--- src/rtl/rect_draw_control.sv ---
// Rectangle draw controller: three button-stepped load phases (corner A,
// corner B, colour/mode), then a row-major pixel scan of the normalised
// rectangle, optionally plotting only its outline.
module rect_draw_control #(
  parameter int X_W      = 8,
  parameter int Y_W      = 7,
  parameter int COLOUR_W = 3
) (
  input  logic                clk,
  input  logic                reset,
  input  logic                go,
  input  logic [X_W-1:0]      x_in,
  input  logic [Y_W-1:0]      y_in,
  input  logic [COLOUR_W-1:0] colour_in,
  input  logic                mode,
  output logic [X_W-1:0]      x_out,
  output logic [Y_W-1:0]      y_out,
  output logic [COLOUR_W-1:0] colour_out,
  output logic                plot,
  output logic                ld_a,
  output logic                ld_b,
  output logic                ld_c,
  output logic                busy,
  output logic                done
);

  typedef enum logic [3:0] {
    S_LOAD_A      = 4'd0,
    S_LOAD_A_WAIT = 4'd1,
    S_LOAD_B      = 4'd2,
    S_LOAD_B_WAIT = 4'd3,
    S_LOAD_C      = 4'd4,
    S_LOAD_C_WAIT = 4'd5,
    S_DRAW        = 4'd6,
    S_DONE        = 4'd7,
    S_DONE_WAIT   = 4'd8
  } state_t;

  state_t state_q, state_d;

  logic [X_W-1:0]      ax_q, ax_d, bx_q, bx_d;
  logic [Y_W-1:0]      ay_q, ay_d, by_q, by_d;
  logic [COLOUR_W-1:0] colour_q, colour_d;
  logic                mode_q, mode_d;
  logic [X_W-1:0]      xmin_q, xmin_d, xmax_q, xmax_d, x_q, x_d;
  logic [Y_W-1:0]      ymin_q, ymin_d, ymax_q, ymax_d, y_q, y_d;

  logic x_end, y_end, on_edge;

  // Scan terminates on equality with the bound, so a bound at the top of
  // the coordinate range never needs a wrapping increment.
  assign x_end   = (x_q == xmax_q);
  assign y_end   = (y_q == ymax_q);
  assign on_edge = (x_q == xmin_q) || x_end || (y_q == ymin_q) || y_end;

  // Next-state and state-decoded outputs; unknown encodings recover to LOAD_A.
  always_comb begin
    state_d = state_q;
    ld_a    = 1'b0;
    ld_b    = 1'b0;
    ld_c    = 1'b0;
    busy    = 1'b0;
    done    = 1'b0;
    plot    = 1'b0;
    case (state_q)
      S_LOAD_A: begin
        ld_a = 1'b1;
        if (go) state_d = S_LOAD_A_WAIT;
      end
      S_LOAD_A_WAIT: if (!go) state_d = S_LOAD_B;
      S_LOAD_B: begin
        ld_b = 1'b1;
        if (go) state_d = S_LOAD_B_WAIT;
      end
      S_LOAD_B_WAIT: if (!go) state_d = S_LOAD_C;
      S_LOAD_C: begin
        ld_c = 1'b1;
        if (go) state_d = S_LOAD_C_WAIT;
      end
      S_LOAD_C_WAIT: if (!go) state_d = S_DRAW;
      S_DRAW: begin
        busy = 1'b1;
        plot = !mode_q || on_edge;
        if (x_end && y_end) state_d = S_DONE;
      end
      S_DONE: begin
        done = 1'b1;
        if (go) state_d = S_DONE_WAIT;
      end
      S_DONE_WAIT: begin
        done = 1'b1;
        if (!go) state_d = S_LOAD_A;
      end
      default: state_d = S_LOAD_A;
    endcase
  end

  // Datapath: operand capture, bound normalisation on DRAW entry, pixel stepping.
  always_comb begin
    ax_d     = ax_q;
    ay_d     = ay_q;
    bx_d     = bx_q;
    by_d     = by_q;
    colour_d = colour_q;
    mode_d   = mode_q;
    xmin_d   = xmin_q;
    xmax_d   = xmax_q;
    ymin_d   = ymin_q;
    ymax_d   = ymax_q;
    x_d      = x_q;
    y_d      = y_q;
    case (state_q)
      S_LOAD_A: begin
        ax_d = x_in;
        ay_d = y_in;
      end
      S_LOAD_B: begin
        bx_d = x_in;
        by_d = y_in;
      end
      S_LOAD_C: begin
        colour_d = colour_in;
        mode_d   = mode;
      end
      S_LOAD_C_WAIT: begin
        if (!go) begin
          xmin_d = (ax_q < bx_q) ? ax_q : bx_q;
          xmax_d = (ax_q < bx_q) ? bx_q : ax_q;
          ymin_d = (ay_q < by_q) ? ay_q : by_q;
          ymax_d = (ay_q < by_q) ? by_q : ay_q;
          x_d    = xmin_d;
          y_d    = ymin_d;
        end
      end
      S_DRAW: begin
        if (!x_end) begin
          x_d = x_q + 1'b1;
        end else if (!y_end) begin
          x_d = xmin_q;
          y_d = y_q + 1'b1;
        end
      end
      default: ;
    endcase
  end

  // State and datapath registers with synchronous reset.
  always_ff @(posedge clk) begin
    if (reset) begin
      state_q  <= S_LOAD_A;
      ax_q     <= '0;
      ay_q     <= '0;
      bx_q     <= '0;
      by_q     <= '0;
      colour_q <= '0;
      mode_q   <= 1'b0;
      xmin_q   <= '0;
      xmax_q   <= '0;
      ymin_q   <= '0;
      ymax_q   <= '0;
      x_q      <= '0;
      y_q      <= '0;
    end else begin
      state_q  <= state_d;
      ax_q     <= ax_d;
      ay_q     <= ay_d;
      bx_q     <= bx_d;
      by_q     <= by_d;
      colour_q <= colour_d;
      mode_q   <= mode_d;
      xmin_q   <= xmin_d;
      xmax_q   <= xmax_d;
      ymin_q   <= ymin_d;
      ymax_q   <= ymax_d;
      x_q      <= x_d;
      y_q      <= y_d;
    end
  end

  assign x_out      = x_q;
  assign y_out      = y_q;
  assign colour_out = colour_q;

endmodule

--- config.mk ---
export PLATFORM = sky130hd
export DESIGN_NAME = rect_draw_control
export DESIGN_NICKNAME = d
export VERILOG_FILES = /design/src/rtl/rect_draw_control.sv
export SDC_FILE = /design/constraint.sdc
export NUM_CORES = 1
export LEC_CHECK = 0
export ABC_AREA = 1
export CORE_ASPECT_RATIO = 1.5
export CORE_MARGIN = 2
export CORE_UTILIZATION = 55
export DETAILED_ROUTE_END_ITERATION = 7
export HOLD_SLACK_MARGIN = 0.03
export PLACE_DENSITY = 0.77
export SYNTH_ARGS = -nofsm -noshare
export SYNTH_HDL_FRONTEND = slang
export SYNTH_SLANG_ARGS = --single-unit
--- constraint.sdc ---
create_clock -name clk -period 2.7 [get_ports clk]
set_input_delay 0.27 -clock clk [delete_from_list [all_inputs] [get_ports clk]]
set_output_delay 0.27 -clock clk [all_outputs]
set_load 0.01 [all_outputs]
# Word-level counts from Yosys, hierarchy flattened
# Index checks and enable logic that the tools add are counted.
# word_totals
register_bits	83
output_inout_bits	24
word_cells	83
# classes
add_sub_neg	2
n_lt_le_gt_ge	2
eq_ne	24
mux	28
n_bitwise	1
n_reduce_logical	13
# op_table
operator	count
8-bit two-way mux	5
4-bit two-way mux	9
4-bit one-hot mux with 9 select lines	1
7-bit two-way mux	5
2-bit inequality test, second input constant	11
4-bit by 3-bit == test with 1-bit output, second input constant	4
8-bit == test	2
8-bit one-hot mux with 2 select lines	1
7-bit == test	2
7-bit one-hot mux with 2 select lines	1
9-bit AND reduction	1
8-bit by 1-bit adder with 8-bit output, second input constant	1
4-bit by 2-bit == test with 1-bit output, second input constant	2
8-bit < comparator	1
7-bit by 1-bit adder with 7-bit output, second input constant	1
7-bit < comparator	1
1-bit two-way mux	6
4-bit by 1-bit == test with 1-bit output, second input constant	1
4-bit == test, second input constant	1
4-bit zero test	1
1-bit logical OR	4
4-bit AND reduction	1
3-bit inequality test, second input constant	1
3-bit AND reduction	1
6 further kinds	6

# Longest topological paths before layout
# depth
ltp_word	6
ltp_mapped	14

# Worst setup path before layout
# No wires, ideal clock.
# synth_timing
path_kind	reg-to-reg
startpoint	reg by_q[6]
endpoint	reg ymin_q[4]
setup_time_ns	0.116
t_arrival_ns	1.632
required_time_ns	2.584
setup_slack_ns	0.952
stages_incl_launch_ff	11
n_path_buf	1
synth_period_minus_slack_ns	1.748
path_cell_list	dfxtp_1 inv_1 ha_1 a21o_1 nor2_1 nand2_2 buf_2 o21ai_0 nand2_1 o211ai_1 inv_1
# synth_between
elab_chain_len	2
# synth_lines
element	line	text
start: declaration	42	logic [Y_W-1:0] ay_q, ay_d, by_q, by_d;
start signal: assignment	168	by_q <= by_d;
7-bit < comparator	129	ymin_d = (ay_q < by_q) ? ay_q : by_q;
7-bit two-way mux	129	
end signal: assignment	173	ymin_q <= ymin_d;
end: declaration	46	logic [Y_W-1:0] ymin_q, ymin_d, ymax_q, ymax_d, y_q, y_d;
# Every way passes these cells.
# A chain may end at the register's enable or synchronous reset.

# Worst setup path after layout
# layout_timing
startpoint	reg x_q[6] (netlist: x_out[6])
endpoint	out plot
# layout_between
elab_chain_len	6
word_cells_on_any_way	7
classes_between	eq/ne (2); mux (1); reduce/logical (4)
# layout_lines
element	line	text
start: declaration	45	logic [X_W-1:0] xmin_q, xmin_d, xmax_q, xmax_d, x_q, x_d;
start signal: assignment	161	x_q <= '0;
start signal: assignment	175	x_q <= x_d;
8-bit == test, on equally long branches	54, 52	
1-bit logical OR (*) (3 in a row)	54	assign on_edge = (x_q == xmin_q) || x_end || (y_q == ymin_q) || y_end;
1-bit logical OR (*)	83	plot = !mode_q || on_edge;
1-bit two-way mux (*)	65	case (state_q)
end: declaration	19	output logic plot,
# Every way passes the cells marked *; elsewhere a longest branch is shown, timed or not.

==> impl_results.md <==
* Status: finished, final reports clean
* Total CTS buffers at 9
* Average size of a mapped cell at roughly 6.5 um^2
* Final ANT Viol Nets at 0
* Final setup vio count at 0
* Routed WL at 12900 um
* Setup TNS at 0 ns
* Worst Hold Class: reg -> reg
* Final Slew Violations at 0
* PwrDens at about 1300 nW/um^2
* Post-CTS Setup Bufs at 0
* Synth Register Bits at 83
* Initial drt markers at about 280
* Register area at 1660 um^2
* Post-synthesis sequential area ratio at 0.330
* Max_cap viols at 0
* Crit Path Max Fanout at 6
* Fraction of layout cells with a size suffix above 1 at 0.0982
* Clock slew at reported path FFs at ~0.06 ns
* Drt pass-1 iters at 5
* CTS Sinks at slightly above 80
* Design Area, Final at roughly 6000 um^2
* Netlist Area Pre-Place at 5040 um^2
* Cell row count at 42
* P_leak at approximately 2.7 nW
* Synth Net Count at roughly 810
* Core ar. at 8880 um^2
* Worst Max-Slew Pin Slew at around 0.79 ns
* Placer Congestion at roughly 0.9
* Clock skew at 0.00589 ns
* Final Hold Fails at 0
* Post-detail-place hpwl at between 9000 and 10000 um
* # DRC at 0
* Synth cell types at 37
* Remaining global-route overflow at 0
* Fin nets at 847
* Tcrit/Tclk final at 0.924
* Area of the multi-input gates at around 2800 um^2
* First-pass GRT wire length at about 21000 um
* Die X at slightly above 80 um
* Tmin final at approximately 2.5 ns
* Critical Path RT at roughly 2.4 ns
* DIE AREA at 9950 um^2
* CTS tree: built
* Largest net degree at the start of global routing at 36
* Synth Warn # at 0
* Worst vdd ir at ~800 uV
* FILL cells at 831
* RSZ-0062 raised after global routing: false
* Antenna cell count at 0
* Initial Util at 0.567
* Drt wl/cell at approximately 14 um
* Post-CTS Hold Fix Bufs at 0
* H-tree levels at 3
* Cts repair resizes at 0
* Vias in the first global route at ~4.7k
* Placed inst area at about 5600 um^2
* Relative slew slack at 0.469
* Root buf cell: clkbuf_16
* Critical path launch point type: flop
* Via density at approximately 5.4
* Arr. time, crit path at approximately 2.2 ns
* Number of I/O port buffers at 45
* Setup crit end kind: output port
* Syn Inst Count at a little under 800
* Top Ports at 46
* Initial antenna violation count at 0
* Max Fclk at between 400 and 500 MHz
* Synth-to-Final Area Change at 15.7%
* Setup Crit Path Kind: reg -> out
* Later-pin clock latency in the skew report at roughly 0.34 ns
* Overall Global Routing Usage at 0.280
* Clock Path Buffers at 2
* Vias at just under 5k
* Die Ht at 121 um
## metal layers
metal / track usage / up-vias / routed length, um
li1: - / 2520 / -
met1: 0.287 / 2236 / 4780
met2: 0.499 / 149 / 6880
met3: 0.0409 / 54 / 457
met4: 0.201 / 0 / 803
met5: 0 / - / 0
## final timing paths
kind | cells after the start | endpoint | from | slack, ns
max | 11 | plot | x_out[6] | 0.20
min | 2 | colour_out[0] | colour_out[0] | 0.49
max reg2reg | 9 | ymin_q[2] | by_q[6] | 0.54
min reg2reg | 2 | colour_out[0] | colour_out[0] | 0.49
## logic make-up after synthesis
family / Yosys count / synth area share
compound gates: 142 / 0.163
simple gates: 379 / 0.331
flops: 83 / 0.330
xor+xnor: 14 / 0.0243
fa+ha+maj: 15 / 0.0373
buf+inv: 143 / 0.114
## Yosys cell counts, drive strengths merged
library cell    n  area share
nand4           7      0.0087
clkinv          2      0.0017
ha             15       0.037
nand2         226        0.18
a21oi          65       0.073
nand3          46       0.050
buf            17       0.020
o21ai          53       0.055
nand3b          1      0.0015
or2             4      0.0050
o211ai         22       0.033
inv           113       0.084
a21o            1      0.0015
xnor2           7       0.012
dfxtp          83        0.33
nor3            2      0.0042
xor2            7       0.012
clkbuf         11      0.0082
nor2           93       0.084
o31ai           1      0.0015
## report_power, final
group / internal, mW / leakage (nW) / switching (mW) / total (mW)
registers: 1.57 / 0.677 / 0.348 / 1.92
logic: 1.57 / 1.93 / 3.08 / 4.65
clock network: 0.647 / 0.133 / 0.500 / 1.15
## cell type report
cell class / count / area share
Inverter: 115 / 0.0743
Multi-Input combinational cell: 550 / 0.481
Tap cell: 110 / 0.0236
Sequential cell: 83 / 0.285
Clock inverter: 4 / 0.00451
Timing Repair Buffer: 51 / 0.0893
Clock buffer: 12 / 0.0423
## registers in the layout, indices dropped and copies added, names as in the netlist
register / flops
y_out: 7
xmax_q: 8
ax_q: 8
xmin_q: 8
state_q: 4
by_q: 7
colour_out: 3
bx_q: 8
ay_q: 7
mode_q: 1
x_out: 8
ymin_q: 7
ymax_q: 7
## cells in the final DEF, fill, tap and decap left out, drive strengths merged
cell,instances
a21o,1
a21oi,65
buf,6
clkbuf,12
clkdlybuf4s50,45
clkinv,5
clkinvlp,1
dfxtp,83
ha,15
inv,113
nand2,226
nand3,46
nand3b,1
nand4,7
nor2,93
nor3,2
o211ai,22
o21ai,53
o31ai,1
or2,4
xnor2,7
xor2,7
## metrics by stage
step	std cells	hold WS [ns]	util	power, mW	setup WS, ns
floorplan	776	0.405	-	5.41	0.952
global placement	909	0.476	0.625	6.41	0.620
detailed placement	909	0.479	0.625	6.52	0.596
CTS	925	0.496	0.656	7.69	0.217
global route	925	0.512	0.656	8.42	0.0212
finish	925	0.490	0.656	7.71	0.204
## critical path, cell delays in order (launching register included)
cell and delay, ns:
dfxtp_1 0.50, inv_2 0.11, nand2_1 0.08, nand2_1 0.05, nor2_1 0.08, nand2_1 0.08, nor2_2 0.12, nor2_1 0.05
o31ai_1 0.06, nor2_1 0.06, nor2_1 0.12, clkdlybuf4s50_1 0.55
Power figures use the tool's default switching activity.
